## src/rtl/rom_image_loader.sv

```systemverilog
// rom_image_loader: filters the hps ioctl download by index and packs it into image memory writes.
// Define LOADER_CHECKSUM_EN to add a 16-bit running byte checksum output.
module rom_image_loader #(
  parameter int addr_width = 12,
  parameter int data_width = 8,
  parameter int INDEX      = 0,
  parameter int BASE_ADDR  = 0
) (
  input  logic                  clk,
  input  logic                  reset,
  input  logic                  ioctl_download,
  input  logic [7:0]            ioctl_index,
  input  logic                  ioctl_wr,
  input  logic [24:0]           ioctl_addr,
  input  logic [7:0]            ioctl_dout,
  output logic                  ioctl_wait,
  output logic [addr_width-1:0] mem_addr,
  output logic [data_width-1:0] mem_din,
  output logic                  mem_we,
  input  logic                  mem_ack,
  output logic                  busy,
  output logic                  done,
  output logic                  overflow
`ifdef LOADER_CHECKSUM_EN
  , output logic [15:0]         checksum
`endif
);
  localparam int BPW = data_width / 8;
  localparam logic [25:0] LIMIT = 26'(BPW) << addr_width;
  localparam logic [24:0] BASE = 25'(BASE_ADDR);
  typedef enum logic [1:0] {IDLE, LOAD, DRAIN, DONE} state_t;
  state_t state_q, state_d;
  logic sel, sel_q, rise, enter;
  logic [24:0] off;
  logic acc, in_win, over;
  logic byte_req, pend, tdrain, tpush, want, push, pop, can_push;
  logic [addr_width-1:0] byte_addr, pend_addr, push_addr;
  logic [data_width-1:0] byte_data, pend_data, push_data;
  logic [1:0][addr_width-1:0] fa_q, fa_d;
  logic [1:0][data_width-1:0] fd_q, fd_d;
  logic rp_q, rp_d, wp_q, wp_d;
  logic [1:0] cnt_q, cnt_d;
  logic wait_q, wait_d, ovf_q, ovf_d;

  assign sel = ioctl_download & (ioctl_index == 8'(INDEX));
  assign rise = sel & ~sel_q;
  assign enter = (state_q == IDLE || state_q == DONE) & rise;
  assign off = ioctl_addr - BASE;
  assign over = {1'b0, off} >= LIMIT;
  assign acc = (state_q == LOAD) & sel & ioctl_wr & (ioctl_addr >= BASE);
  assign in_win = acc & ~over;
  assign pop = (cnt_q != 2'd0) & mem_ack;
  assign can_push = ~cnt_q[1] | pop;
  assign tdrain = pend & (state_q == DRAIN || (state_q == LOAD && !sel));
  assign tpush = tdrain & can_push;
  assign want = byte_req | tdrain;
  assign push = want & can_push;
  assign push_addr = byte_req ? byte_addr : pend_addr;
  assign push_data = byte_req ? byte_data : pend_data;

  generate
    if (data_width == 16) begin : g16
      // Even byte waits in the latch; it doubles as the pending trailing byte after LOAD.
      logic [7:0] lat_q, lat_d;
      logic [addr_width-1:0] la_q, la_d, word;
      logic lv_q, lv_d;
      assign word = off[addr_width:1];
      always_comb begin
        lat_d = lat_q;
        la_d = la_q;
        lv_d = lv_q;
        if (enter || tpush || (in_win && off[0])) lv_d = 1'b0;
        else if (in_win) begin
          lat_d = ioctl_dout;
          la_d = word;
          lv_d = 1'b1;
        end
      end
      always_ff @(posedge clk) begin
        if (reset) begin
          lat_q <= '0;
          la_q <= '0;
          lv_q <= 1'b0;
        end else begin
          lat_q <= lat_d;
          la_q <= la_d;
          lv_q <= lv_d;
        end
      end
      assign byte_req = in_win & off[0];
      assign byte_addr = word;
      assign byte_data = {ioctl_dout, (lv_q && la_q == word) ? lat_q : 8'h00};
      assign pend = lv_q;
      assign pend_addr = la_q;
      assign pend_data = {8'h00, lat_q};
    end else begin : g8
      assign byte_req = in_win;
      assign byte_addr = off[addr_width-1:0];
      assign byte_data = ioctl_dout;
      assign pend = 1'b0;
      assign pend_addr = '0;
      assign pend_data = '0;
    end
  endgenerate

  always_comb begin
    fa_d = fa_q;
    fd_d = fd_q;
    if (push) begin
      fa_d[wp_q] = push_addr;
      fd_d[wp_q] = push_data;
    end
    wp_d = wp_q ^ push;
    rp_d = rp_q ^ pop;
    cnt_d = cnt_q + {1'b0, push} - {1'b0, pop};
    // Raised one entry early so a byte already in flight from hps_io still fits.
    wait_d = (cnt_q == 2'd2) | (cnt_q == 2'd1 & ~pop);
    ovf_d = enter ? 1'b0 : ovf_q | (acc & over);
    state_d = state_q;
    case (state_q)
      IDLE, DONE: state_d = rise ? LOAD : state_q;
      LOAD: state_d = sel ? LOAD : DRAIN;
      DRAIN: state_d = (cnt_q == 2'd0 && !pend) ? DONE : DRAIN;
      default: state_d = IDLE;
    endcase
  end

  always_ff @(posedge clk) begin
    if (reset) begin
      state_q <= IDLE;
      sel_q <= 1'b0;
      fa_q <= '0;
      fd_q <= '0;
      rp_q <= 1'b0;
      wp_q <= 1'b0;
      cnt_q <= 2'd0;
      wait_q <= 1'b0;
      ovf_q <= 1'b0;
    end else begin
      state_q <= state_d;
      sel_q <= sel;
      fa_q <= fa_d;
      fd_q <= fd_d;
      rp_q <= rp_d;
      wp_q <= wp_d;
      cnt_q <= cnt_d;
      wait_q <= wait_d;
      ovf_q <= ovf_d;
    end
  end

  assign ioctl_wait = wait_q;
  assign mem_we = cnt_q != 2'd0;
  assign mem_addr = fa_q[rp_q];
  assign mem_din = fd_q[rp_q];
  assign busy = (state_q == LOAD) || (state_q == DRAIN);
  assign done = state_q == DONE;
  assign overflow = ovf_q;

`ifdef LOADER_CHECKSUM_EN
  logic [15:0] cs_q, cs_d;
  assign cs_d = enter ? 16'h0 : in_win ? cs_q + 16'(ioctl_dout) : cs_q;
  always_ff @(posedge clk) begin
    if (reset) cs_q <= 16'h0;
    else cs_q <= cs_d;
  end
  assign checksum = cs_q;
`endif

`ifndef SYNTHESIS
  always_ff @(posedge clk) begin
    assert (reset || !(want && !can_push)) else $error("rom_image_loader: push while write FIFO full");
  end
`endif
endmodule

```

## config.mk

```make
export PLATFORM = sky130hd
export DESIGN_NAME = rom_image_loader
export DESIGN_NICKNAME = d
export VERILOG_FILES = /design/src/rtl/rom_image_loader.sv
export SDC_FILE = /design/constraint.sdc
export NUM_CORES = 1
export LEC_CHECK = 0
export ABC_AREA = 0
export CAP_MARGIN = 20
export CORE_MARGIN = 1.5
export CORE_UTILIZATION = 40
export DETAILED_ROUTE_END_ITERATION = 10
export HOLD_SLACK_MARGIN = 0.1
export PLACE_DENSITY = 0.73
export REMOVE_ABC_BUFFERS = 1
export SYNTH_ARGS = -nofsm -noshare
export SYNTH_HDL_FRONTEND = slang
export SYNTH_SLANG_ARGS = --single-unit
```

## constraint.sdc

```tcl
create_clock -name clk -period 5.1 [get_ports clk]
set_input_delay 1.02 -clock clk [delete_from_list [all_inputs] [get_ports clk]]
set_output_delay 1.02 -clock clk [all_outputs]
set_load 0.01 [all_outputs]
```

# Word-level counts from Yosys, hierarchy flattened
# Index checks and enable logic that the tools add are counted.
# totals
reg_bits	49
inputBits	46
output_inout_bits	25
wordCells	69
# op_classes
add_sub_neg	2
n_lt_le_gt_ge	5
n_eq_ne	6
mux	16
bitwise_logic	20
reduce_logical	9
# ops
cell	count
$mux 12	4
$mux 8	4
$ge 25x1->1 const B	1
$ge 25x13->1 const B	1
$bwmux 24	1
$bwmux 16	1
$demux 12 s1	1
$and 1x1->1	11
$demux 8 s1	1
$logic_not 8->1	1
$eq 2x2->1 const B	3
$pmux 2 s3	1
$eq 2x1->1 const B	2
$logic_not 2->1	2
$lt 1x2->1 const B	2
$mux 2	2
$not 1->1	4
$reduce_or 2->1	2
$or 1x1->1	3
$add 2x1->2	1
$logic_or 1x1->1	2
$ne 2x2->1 const B	1
$reduce_bool 2->1	1
$sub 2x1->2	1
other kinds (4)	5

# Depth between registers and ports, before layout
# depth
depth_word	9
depth_mapped	11

# Least setup slack after synthesis
# Ideal clock, no wire load.
# synth_path
kind	in2reg
start	in ioctl_index[2]
end	reg fd_q[0] in the netlist's numbering
setup_time_ps	71
arrival_ps	3077
required_ps	5029
slack_ps	1952
cell_stages	9
path_cell_list	or4_4 > nor4_2 > buf_2 > nand2_1 > nor2_1 > ha_1 > clkbuf_1 > nand4_1 > a21oi_1
# synth_between
elab_chain_len	8
elab_cells_between_ends	9
classes_between	mux: 2; bitwise: 6; reduce/logical: 1
# synth_lines
item	line_no	text
start: declaration	12	input logic [7:0] ioctl_index,
$logic_not 8->1 (*)	45	assign sel = ioctl_download & (ioctl_index == 8'(INDEX));
$and 1x1->1 (*)	45	
$and 1x1->1 (*) (3 in series)	50	assign acc = (state_q == LOAD) & sel & ioctl_wr & (ioctl_addr >= BASE);
$and 1x1->1 (*)	51	assign in_win = acc & ~over;
$mux 8	59	assign push_data = byte_req ? byte_data : pend_data;
$bwmux 16	111	fd_d[wp_q] = push_data;
end signal: assignment	133	fd_q <= '0;
end signal: assignment	143	fd_q <= fd_d;
end: declaration	40	logic [1:0][data_width-1:0] fd_q, fd_d;
# Every way passes the cells marked *; elsewhere a longest branch is shown, timed or not.
# A chain may end at the register's enable or synchronous reset.

# Worst setup path in the final report
# Ends and elaborated chain as after synthesis.

==> qor.tcl <==
set qor(result_of_the_run) {finished, final reports clean}
set qor(sum_of_overflow_across_all_layers_after_global_routing) 0
set qor(gp_congestion) 0.773
set qor(synth.yosys.warnings) 0
set qor(cts.sink_count) 49
set qor(holdBufCountCts) 0
set qor(timing_worst_slew_pin_value_ps) 1060
set qor(worst_clock_skew_ps) 10.5
set qor(yosys_register_bits) 49
set qor(worst_setup_hold_path_clk_slew_ps) 90
set qor(timing.final.setup_violations) 0
set qor(cts_repair_resize_count) 0
set qor(grt_use_met1_pct) 24.9
set qor(post_synth_xor_area_fraction_pct) 0.331
set qor(crit_required_ps) 5320
set qor(timing.max_cap.violations) 0
set qor(vias_in_the_first_global_route) 2331
set qor(tritoncts) {yes}
set qor(average_routed_wire_per_standard_cell_um) 16.4
set qor(fp.dieH_um) 84.4
set qor(drt_iter0_drc) 125
set qor(count_of_tritonroute_iterations_in_the_first_routing_pass) 4
set qor(start_util_pct) 41.5
set qor(adder_cell_area_share_of_the_yosys_netlist_pct) 2.36
set qor(start_kind) {primary input}
set qor(antenna-diode-count) 0
set qor(synth-edff-count) 0
set qor(yosys.area.top_type_share_pct) 37.0
set qor(htree_levels) 2
set qor(yosys_most_used_dff) {dfxtp_1}
set qor(cts_buffer_depth) 2
set qor(placeableCoreArea_um2) 6390
set qor(grt_use_met3_pct) 3.74
set qor(cts_inserted_buffers) 5
set qor(grt_first_pass_wirelength_um) 11300
set qor(setup-tns-final_ps) 0
set qor(groute.usage.overall_pct) 19.1
set qor(timing_worst_setup_path_type) {primary input to register}
set qor(final_nets) 387
set qor(final.min_clock_period_ps) 3310
set qor(floorplan.die_area_um2) 7120
set qor(numPortBuffers) 70
set qor(floorplan.die.width_um) 84.4
set qor(crit_path_end_kind) {register}
set qor(ant_nets) 0
set qor(post_synth_and_or_nand_nor_area_fraction_pct) 22.9
set qor(power_mw) 0.811
set qor(grt_use_met2_pct) 32.0
set qor(synth.lib_cells_used.distinct) 33
set qor(combinational_family_with_the_most_area_after_synthesis) {simple AND/OR/NAND/NOR gates}
set qor(power_frac_seq_pct) 50.4
set qor(synthesis.area_um2) 2650
set qor(postRouteWirelength_um) 6810
set qor(n_fill_cell) 578
set qor(vias) 2418
set qor(worstPathArrival_ps) 3540
set qor(cts_setup_buffers) 0
set qor(power.leakage_nw) 1.08
set qor(timing.critical_path.fanout_max) 28
set qor(clkLatencyLatePin_ps) 300
set qor(pin_count_of_the_biggest_net_entering_global_routing) 53
set qor(synth-async-reset-ratio_pct) 0
set qor(hold_path.class) {register to register}
set qor(globalRoute.busiestLayer) {met2}
set qor(post_synth_mux_area_share_pct) 8.50
set qor(vias_per_cell) 5.84
set qor(power_switching_share_pct) 27.6
set qor(drt_drc_violations_left) 0
set qor(yosysMostFrequentCell) {dfxtp_1}
set qor(synthCells) 284
set qor(std_cell_rows) 29
set qor(clockRootBuffer) {clkbuf_8}
set qor(layout-area-overhead-vs-synth_pct) 30.5
set qor(syn_avg_cell_area_um2) 9.33
set qor(top_cell_type_by_total_area_after_synthesis) {dfxtp_1}
set qor(detailedPlacementHpwl_um) 4370
set qor(final.period_utilization_pct) 65.0
set qor(pwr_density_cell_nw_per_um2) 235
set qor(power.share.combinational_pct) 21.9
set qor(ioPinCount) 71
set qor(grt_setup_unrepaired) {false}
set qor(net-switching-power_mw) 0.224
set qor(slew_headroom_pct) 29.0
set qor(synth_compound_area_share_pct) 22.5
set qor(timing.final.max_slew_violations) 0
set qor(post_synth_top_cells) {dfxtp_1, a21oi_1, nand4_1}
set qor(sequential_share_of_the_synthesized_area_pct) 37.0
set qor(internal_power_mw) 0.587
set qor(maxClockFrequency_mhz) 302
set qor(final-hold-violation-count) 0
set qor(synth_area_leaders) {dfxtp_1, o41ai_2, nand4_1}
set qor(ir_drop_worst_vdd_uv) 148
set qor(drive_gt1_share_pct) 17.8
set qor(clockPowerShare_pct) 27.6
set qor(grt_antenna_before_repair) 0
[cell type report]
cell class / count / area [um^2] / area share (%)
repair buffers: 77 / 756 / 21.9
well taps: 77 / 96.3 / 2.79
flip-flops and latches: 49 / 981 / 28.4
clock inverters: 1 / 7.51 / 0.217
inverters: 8 / 30.0 / 0.869
clock buffers: 7 / 76.3 / 2.21
multi-input cells: 195 / 1510 / 43.7
[routing by layer]
metal | vias to the layer above | part of all wire (%)
li1 | 1187 | -
met1 | 1151 | 46
met2 | 72 | 47
met3 | 8 | 5.3
met4 | 0 | 1.5
met5 | - | 0
[power by group through the flow]
stage / combinational [mW] / clock, mW / sequential (mW)
2_1_floorplan: 0.0850 / 0 / 0.418
3_3_place_gp: 0.165 / 0 / 0.423
3_5_place_dp: 0.169 / 0 / 0.424
4_1_cts: 0.170 / 0.229 / 0.415
5_1_grt: 0.195 / 0.247 / 0.412
6_report: 0.178 / 0.224 / 0.409
[registers in the layout (all words and copies together), names as in the netlist]
name	flops
cnt_q	2
overflow	1
ioctl_wait	1
rp_q	1
fd_q	16
sel_q	1
state_q	2
fa_q	24
wp_q	1
[worst paths after layout]
kind                                     start  slack, ps        to  cells after the start
worst min register to register         fd_q[9]        460   fd_q[9]                      2
worst max register to register        cnt_q[1]       2730  cnt_q[1]                      6
worst max-delay path            ioctl_index[2]       1790   fd_q[0]                      9
worst min-delay path                   fd_q[9]        460   fd_q[9]                      2
[worst max-delay path, cell delays in order]
cell             delay (ps)
clkdlybuf4s50_1         400
or4_4                   580
nor4_4                  320
nand2_1                  80
nor2_1                  110
ha_1                    380
buf_4                   340
nand4_1                 130
a21oi_1                 170
[placed cells by master (no fill, tap or decap), drive strengths merged, types with 2 or more instances in the layout]
cell,Yosys,layout
nor2,10,10
nor3,5,5
nand2,3,3
and4,3,3
inv,8,8
ha,5,5
mux2,20,20
nand2b,21,21
buf,6,8
or3,2,2
or3b,2,2
dfxtp,49,49
a21oi,42,42
o41ai,20,20
or4,3,3
nor4,4,4
clkdlybuf4s50,0,69
nand4,41,41
a31oi,2,2
clkbuf,26,7
a211oi,3,3
[per-stage QoR]
step                setup WS, ps  hold slack, ps  std cells  area [um^2]  util [%]
global route                1600             475        414         3460      54.1
floorplan                    431             425        252         2510         -
detailed placement          1490             447        405         3360      52.6
CTS                         1770             460        413         3440      53.9
finish                      1790             458        414         3460      54.1
global placement            1550             438        405         3360      52.6
[cell families (layout without fill, tap and decap cells)]
group | Yosys count | count (layout)
buf+inv | 40 | 93
flops | 49 | 49
mux | 20 | 20
simple gates | 98 | 98
fa+ha+maj | 5 | 5
compound gates | 71 | 71
xor+xnor | 1 | 1
(Power assumes the default switching activity.)
